### src/rtl/ddr_cmd_dispatch.sv
// ddr_cmd_dispatch: pops DDR request FIFOs and drives the MIG app interface.
// Optional statistics counters: define DDR_DISPATCH_STATS_EN.
module ddr_cmd_dispatch #(
   parameter int WR_BURST_MAX = 8,
   parameter int ADDR_W       = 27
) (
   input  logic              clk,
   input  logic              resetn,
   input  logic [ADDR_W-1:0] wr_adx_in,
   input  logic [127:0]      wr_data_in,
   input  logic              has_wr_adx,
   input  logic              has_wr_data,
   output logic              get_wr_adx,
   output logic              get_wr_data,
   input  logic [ADDR_W-1:0] rd_adx_in,
   input  logic              has_rd_req,
   output logic              get_rd_req,
   output logic [ADDR_W-1:0] app_addr,
   output logic [2:0]        app_cmd,
   output logic              app_en,
   input  logic              app_rdy,
   output logic [63:0]       app_wdf_data,
   output logic [7:0]        app_wdf_mask,
   output logic              app_wdf_wren,
   output logic              app_wdf_end,
   input  logic              app_wdf_rdy,
   output logic              busy
`ifdef DDR_DISPATCH_STATS_EN
  ,output logic [31:0]       stat_wr_cnt,
   output logic [31:0]       stat_rd_cnt,
   output logic [31:0]       stat_stall_cnt
`endif
);

   typedef enum logic [2:0] {
      IDLE,
      WR_D0,
      WR_D1,
      WR_CMD,
      RD_CMD
   } state_t;

   localparam logic [7:0] MAX_V = 8'(WR_BURST_MAX);

   state_t     state, state_nx;
   logic [7:0] wr_streak, streak_nx;
   logic       wr_ok, rd_ok, wr_room;

   assign wr_ok   = has_wr_adx & has_wr_data;
   assign rd_ok   = has_rd_req;
   assign wr_room = wr_streak < MAX_V;

   // State and write-streak registers
   always_ff @(posedge clk) begin
      if (!resetn) begin
         state     <= IDLE;
         wr_streak <= 8'd0;
      end else begin
         state     <= state_nx;
         wr_streak <= streak_nx;
      end
   end

   // Next-state: arbitration in IDLE, handshake progress elsewhere
   always_comb begin
      state_nx  = state;
      streak_nx = wr_streak;
      unique case (state)
         IDLE: begin
            // Streak only matters while a read is waiting
            if (!rd_ok)
               streak_nx = 8'd0;
            if (wr_ok && (!rd_ok || wr_room)) begin
               state_nx = WR_D0;
               if (rd_ok)
                  streak_nx = wr_streak + 8'd1;
            end else if (rd_ok) begin
               state_nx  = RD_CMD;
               streak_nx = 8'd0;
            end
         end
         WR_D0:  if (app_wdf_rdy) state_nx = WR_D1;
         WR_D1:  if (app_wdf_rdy) state_nx = WR_CMD;
         WR_CMD: if (app_rdy)     state_nx = IDLE;
         RD_CMD: if (app_rdy)     state_nx = IDLE;
         default:                 state_nx = IDLE;
      endcase
   end

   // App-side outputs and FIFO pops, decoded from state and rdy
   always_comb begin
      app_addr     = '0;
      app_cmd      = 3'b000;
      app_en       = 1'b0;
      app_wdf_data = 64'd0;
      app_wdf_mask = 8'h00;
      app_wdf_wren = 1'b0;
      app_wdf_end  = 1'b0;
      get_wr_adx   = 1'b0;
      get_wr_data  = 1'b0;
      get_rd_req   = 1'b0;
      unique case (state)
         WR_D0: begin
            app_wdf_wren = 1'b1;
            app_wdf_data = wr_data_in[63:0];
         end
         WR_D1: begin
            app_wdf_wren = 1'b1;
            app_wdf_end  = 1'b1;
            app_wdf_data = wr_data_in[127:64];
            get_wr_data  = app_wdf_rdy;
         end
         WR_CMD: begin
            app_en     = 1'b1;
            app_addr   = wr_adx_in;
            get_wr_adx = app_rdy;
         end
         RD_CMD: begin
            app_en     = 1'b1;
            app_cmd    = 3'b001;
            app_addr   = rd_adx_in;
            get_rd_req = app_rdy;
         end
         default: ;
      endcase
   end

   assign busy = (state != IDLE);

`ifdef DDR_DISPATCH_STATS_EN
   logic stall;

   assign stall = (app_en & ~app_rdy) | (app_wdf_wren & ~app_wdf_rdy);

   // Free-running event counters, wrap at 2^32
   always_ff @(posedge clk) begin
      if (!resetn) begin
         stat_wr_cnt    <= 32'd0;
         stat_rd_cnt    <= 32'd0;
         stat_stall_cnt <= 32'd0;
      end else begin
         if (get_wr_adx) stat_wr_cnt    <= stat_wr_cnt + 32'd1;
         if (get_rd_req) stat_rd_cnt    <= stat_rd_cnt + 32'd1;
         if (stall)      stat_stall_cnt <= stat_stall_cnt + 32'd1;
      end
   end
`endif

endmodule

### config.mk
export PLATFORM = sky130hd
export DESIGN_NAME = ddr_cmd_dispatch
export DESIGN_NICKNAME = d
export VERILOG_FILES = /design/src/rtl/ddr_cmd_dispatch.sv
export SDC_FILE = /design/constraint.sdc
export NUM_CORES = 1
export LEC_CHECK = 0
export ABC_AREA = 1
export CAP_MARGIN = 20
export CORE_AREA = 2 2 115 117
export DETAILED_ROUTE_END_ITERATION = 6
export DIE_AREA = 0 0 117 119
export GPL_TIMING_DRIVEN = 1
export PLACE_DENSITY_LB_ADDON = 0.05
export REMOVE_ABC_BUFFERS = 1
export SLEW_MARGIN = 20
export SYNTH_ARGS = -nofsm -noshare
export SYNTH_HDL_FRONTEND = slang
export SYNTH_SLANG_ARGS = --single-unit
### constraint.sdc
create_clock -name clk -period 1.5 [get_ports clk]
set_input_delay 0.375 -clock clk [delete_from_list [all_inputs] [get_ports clk]]
set_output_delay 0.375 -clock clk [all_outputs]
set_load 0.01 [all_outputs]
After elaboration in Yosys (flattened, before gate mapping). Cells that the tools add are included.

Bits in registers: 11. Input port bits: 189. Logic and storage cells: 38.

Add/subtract/negate cells: 1. Order comparisons: 1. Equality and inequality tests: 8. Multiplexer cells: 17. Bitwise operators: 1. Reduce and logical (&&, ||, !) cells: 8.

Operators with widths (count): $pmux W64 S2 (1); $pmux W27 S2 (1); $mux W8 (2); $mux W3 (5); $pmux W3 S4 (1); $add A8 B1 Y8 const B (1); $lt A8 B4 Y1 const B (1); $mux W1 (7); $eq A3 B2 Y1 const B (2); $ne A2 B2 Y1 const B (2); $reduce_and A4 Y1 (1); $reduce_or A2 Y1 (2); $eq A3 B1 Y1 const B (1); $eq A3 B3 Y1 const B (1); $logic_not A3 Y1 (1); $ne A3 B3 Y1 const B (1); $reduce_bool A3 Y1 (1); $ne A2 B1 Y1 const B (1); $and A1 B1 Y1 (1); $logic_and A1 B1 Y1 (1); $logic_not A1 Y1 (1); $logic_or A1 B1 Y1 (1).

Logic depth before layout (Yosys ltp).
Word-level depth: 5. Mapped depth: 10. Mapped depth without buffers: 9.

Worst setup path after synthesis. No wires, ideal clock.

Path kind: register to output. Start: register state[2]. End: output port app_wdf_data[0]. Arrival: 1.113 ns. Required time: 1.125 ns. Slack: 0.012 ns. Cell stages (with the launch flop): 6. Path through: dfxtp_1 -> inv_2 -> nand3_1 -> buf_4 -> clkbuf_1 -> o21ai_0.

Cells in the longest elaborated chain, start to end: 2. Elaborated cells between the ends (all ways): 3. Classes of those cells: eq/ne (2); mux (1).

Ends and longest elaborated chain: start, declared (RTL line 45) `state_t state, state_nx;`; start signal, assigned (RTL line 59) `state <= state_nx;`; $eq A3 B2 Y1 or $eq A3 B1 Y1 (tied branches) (RTL line 102) `unique case (state)`; $pmux W64 S2 * (RTL line 102); end, declared (RTL line 22) `output logic [63:0] app_wdf_data,`.

Mark *: on every way between the ends. The rest lies on a longest branch, timed or not.

Worst setup path after layout.
Start: register state[1]. End: output port app_wdf_data[27].

Same word-level chain as after synthesis.

==> metrics.md <==
| Metric | Value |
|---|---|
| CTS buffer count | `3` |
| Main synth FF type | `dfxtp_1` |
| Synth async-reset ratio | `0%` |
| Crit. End Element | `output pin` |
| Seq/Total Area, Yosys | `11.59%` |
| First-pass GRT wire length | `18170 µm` |
| Synth Area in XOR/XNOR | `less than 1%` |
| Most common cell in the synthesized netlist | `nand2_1` |
| Top cells by area, synth | `nand2_1, o21ai_0, inv_1` |
| Max IR drop VDD | `around 730 µV` |
| Worst-path clk slew | `0.04 ns` |
| Combinational family with the most area after synthesis | `simple AND/OR/NAND/NOR gates` |
| Max-cap viol count | `0` |
| Sink Count | `11` |
| Setup Crit Path Kind | `flop to output pin` |
| Post-synthesis cell type count | `20` |
| Pin count of the biggest net entering global routing | `42` |
| Final WL | `13740 µm` |
| Synth Register Bits | `11` |
| Final instance area | `5485 µm²` |
| Die height | `119 µm` |
| Detailed Place HPWL | `10460 µm` |
| Final WS setup | `-0.3074 ns` |
| Proportion of netlist area held by the largest area contributor | `between 20% and 30%` |
| Starting Density | `14.75%` |
| Pwr dens | `1285 nW/µm²` |
| CTS tree | `yes` |
| Routed len/inst | `between 15 and 20 µm` |
| Final worst-path cycle share | `120.5%` |
| Unrepaired setup endpoints after global routing | `true` |
| Core Region | `roughly 13000 µm²` |
| Max frequency | `0.5533 GHz` |
| Clock root buffer | `clkbuf_16` |
| Io pins | `298` |
| Die ar. | `roughly 14000 µm²` |
| Critical path fanouts, max | `18` |
| Die Width | `~120 µm` |
| Violated checks | `negative setup slack` |
| Vias | `~3.5k` |
| Port buffer count | `287` |
| Final setup fails | `102` |
| Placed Area | `5069 µm²` |
| Clock Path Buffers | `2` |
| Layout cells sized above 1 | `32.91%` |
| Final max-slew violation count | `0` |
| Worst hold path type | `flop to flop` |
| Fin crit period | `1.807 ns` |
| RD Place Congestion | `0.8254` |
| Synth Area in Compound Gates | `25.56%` |
| Data required time of the critical path | `1.12 ns` |
| Clock latency at the later pin of the worst-skew pair | `0.24 ns` |
| Total power | `just over 7 mW` |
| Static leakage | `between 2 and 3 nW` |
| Crit start category | `flop` |
| DR DRC count | `0` |
| Status | `complete, but fails checks` |
| Fin. Hold Viols | `0` |
| Rows | `42` |
| GRT Total Usage | `17.02%` |
| Cells after Synth | `393` |
| Mapped cell area | `1899 µm²` |
| Post-synth EDFFs | `0` |
| Yosys warning count | `0` |
| Synth Area in Simple Gates | `a little under a third` |
| Vias per inst | `3.935` |
| CP arrival | `roughly 1.4 ns` |
| H-tree depth | `1` |
| Starting DRT DRC Count | `87` |
| Synth Area per Inst | `4.833 µm²` |
| Vias in the first global route | `approximately 3.2k` |
| Layout fillers | `1391` |
| Mux share of post-synthesis cell area | `0%` |
| Initial antenna violation count | `2` |
| Setup Skew | `0.003591 ns` |
| Nets | `902` |
| Total global routing overflow | `0` |
| First drt pass iteration count | `4` |
| P&R area growth vs syn | `188.8%` |
| Synth Area in Adders | `0.6588%` |
| Yosys top cell by area | `nand2_1` |
| Antenna viol nets, final | `0` |
| Most frequent cells after synthesis | `nand2_1, inv_1, o21ai_0` |
[registers in the layout, indices dropped and copies added, names as in the netlist]
name,flops
wr_streak,8
state,3
[what timing repair did]
item,CTS,global route
endpoints found under the setup margin,99,102
resized for setup,564,96
gates cloned,6,7
hold buffers,0,0
setup buffers,13,5
hold endpoints to repair,0,0
pin swaps,3,6
[layer usage]
layer	global-route usage [%]	routed length, µm	vias to the layer above
met5	0	12	-
met4	1.985	167	2
met3	3.919	990	12
met2	33.20	7071	131
met1	18.81	5493	1554
li1	-	-	1795
[metrics by stage]
stage | std cells | util [%] | worst slack (ns) | hold WS [ns] | TNS [ns]
final | 888 | 42.60 | -0.3074 | 0.4321 | -24.81
after CTS | 881 | 40.46 | -0.3291 | 0.4361 | -24.61
after global routing | 888 | 42.60 | -0.3803 | 0.4535 | -32.16
after global placement | 860 | 39.37 | -0.6426 | 0.4240 | -44.79
after detailed placement | 860 | 39.37 | -0.6405 | 0.4279 | -45.41
after floorplan | 373 | - | -0.7324 | 0.4190 | -53.03
[logic make-up (layout without fill, tap and decap cells)]
logic type | count (synthesis) | in the layout
and+or+nand+nor | 148 | 148
buffers and inverters | 134 | 443
AOI/OAI and AO/OA | 97 | 97
DFF | 11 | 11
adders and majority gates | 1 | 1
other | 1 | 11
xor gates and xnor gates | 1 | 1
[final timing paths]
kind | from | end | slack (ns) | cells past startpoint
setup / recovery | state[1]$_SDFFE_PN0P_ | app_wdf_data[27] | -0.31 | 5
hold / removal | wr_streak[5]$_SDFFE_PN0P_ | wr_streak[5]$_SDFFE_PN0P_ | 0.43 | 2
setup reg to reg | state[1]$_SDFFE_PN0P_ | state[0]$_SDFFE_PN0P_ | -0.02 | 9
hold reg to reg | wr_streak[5]$_SDFFE_PN0P_ | wr_streak[5]$_SDFFE_PN0P_ | 0.43 | 2
[critical path, cell delays in order (launching register included)]
cell and delay [ns]:
dfxtp_4 0.36, inv_2 0.08, nand3_4 0.19, buf_8 0.24
o21ai_1 0.15, buf_2 0.17
[final cells by class]
cell class / count / area (µm²) / area share (%)
clock buffer: 3 / 75.07 / 1.369
sequential: 11 / 229.0 / 4.174
antenna: 1 / 2.502 / 0.04562
inverter: 105 / 414.1 / 7.550
multi-input combinational: 257 / 1448 / 26.39
tap: 176 / 220.2 / 4.015
timing repair buffer: 334 / 3092 / 56.36
clock inverter: 1 / 5.005 / 0.09124
[layout by cell type (no fill, tap or decap), types with 2 or more instances in the layout]
cell type	count
buf_2	89
nand3_1	4
clkdlybuf4s15_2	2
clkdlybuf4s50_1	188
nand2_1	70
buf_12	10
clkbuf_16	8
buf_6	13
conb_1	10
o21ai_1	65
o21ai_4	3
nand2_2	38
nor2_2	2
inv_1	99
buf_16	3
inv_4	3
nand4_1	4
nor2_1	14
o21ai_2	16
nand3_4	3
nand2_4	12
a21oi_1	5
buf_4	23
dfxtp_1	8
o21ai_0	8
dfxtp_4	2
[report_power, final]
group	total [mW]	internal (mW)	switching, mW
clock network	0.485	0.353	0.132
logic	6.15	3.07	3.08
registers	0.417	0.353	0.0643
Note: power is estimated with default switching activity, not from simulation.
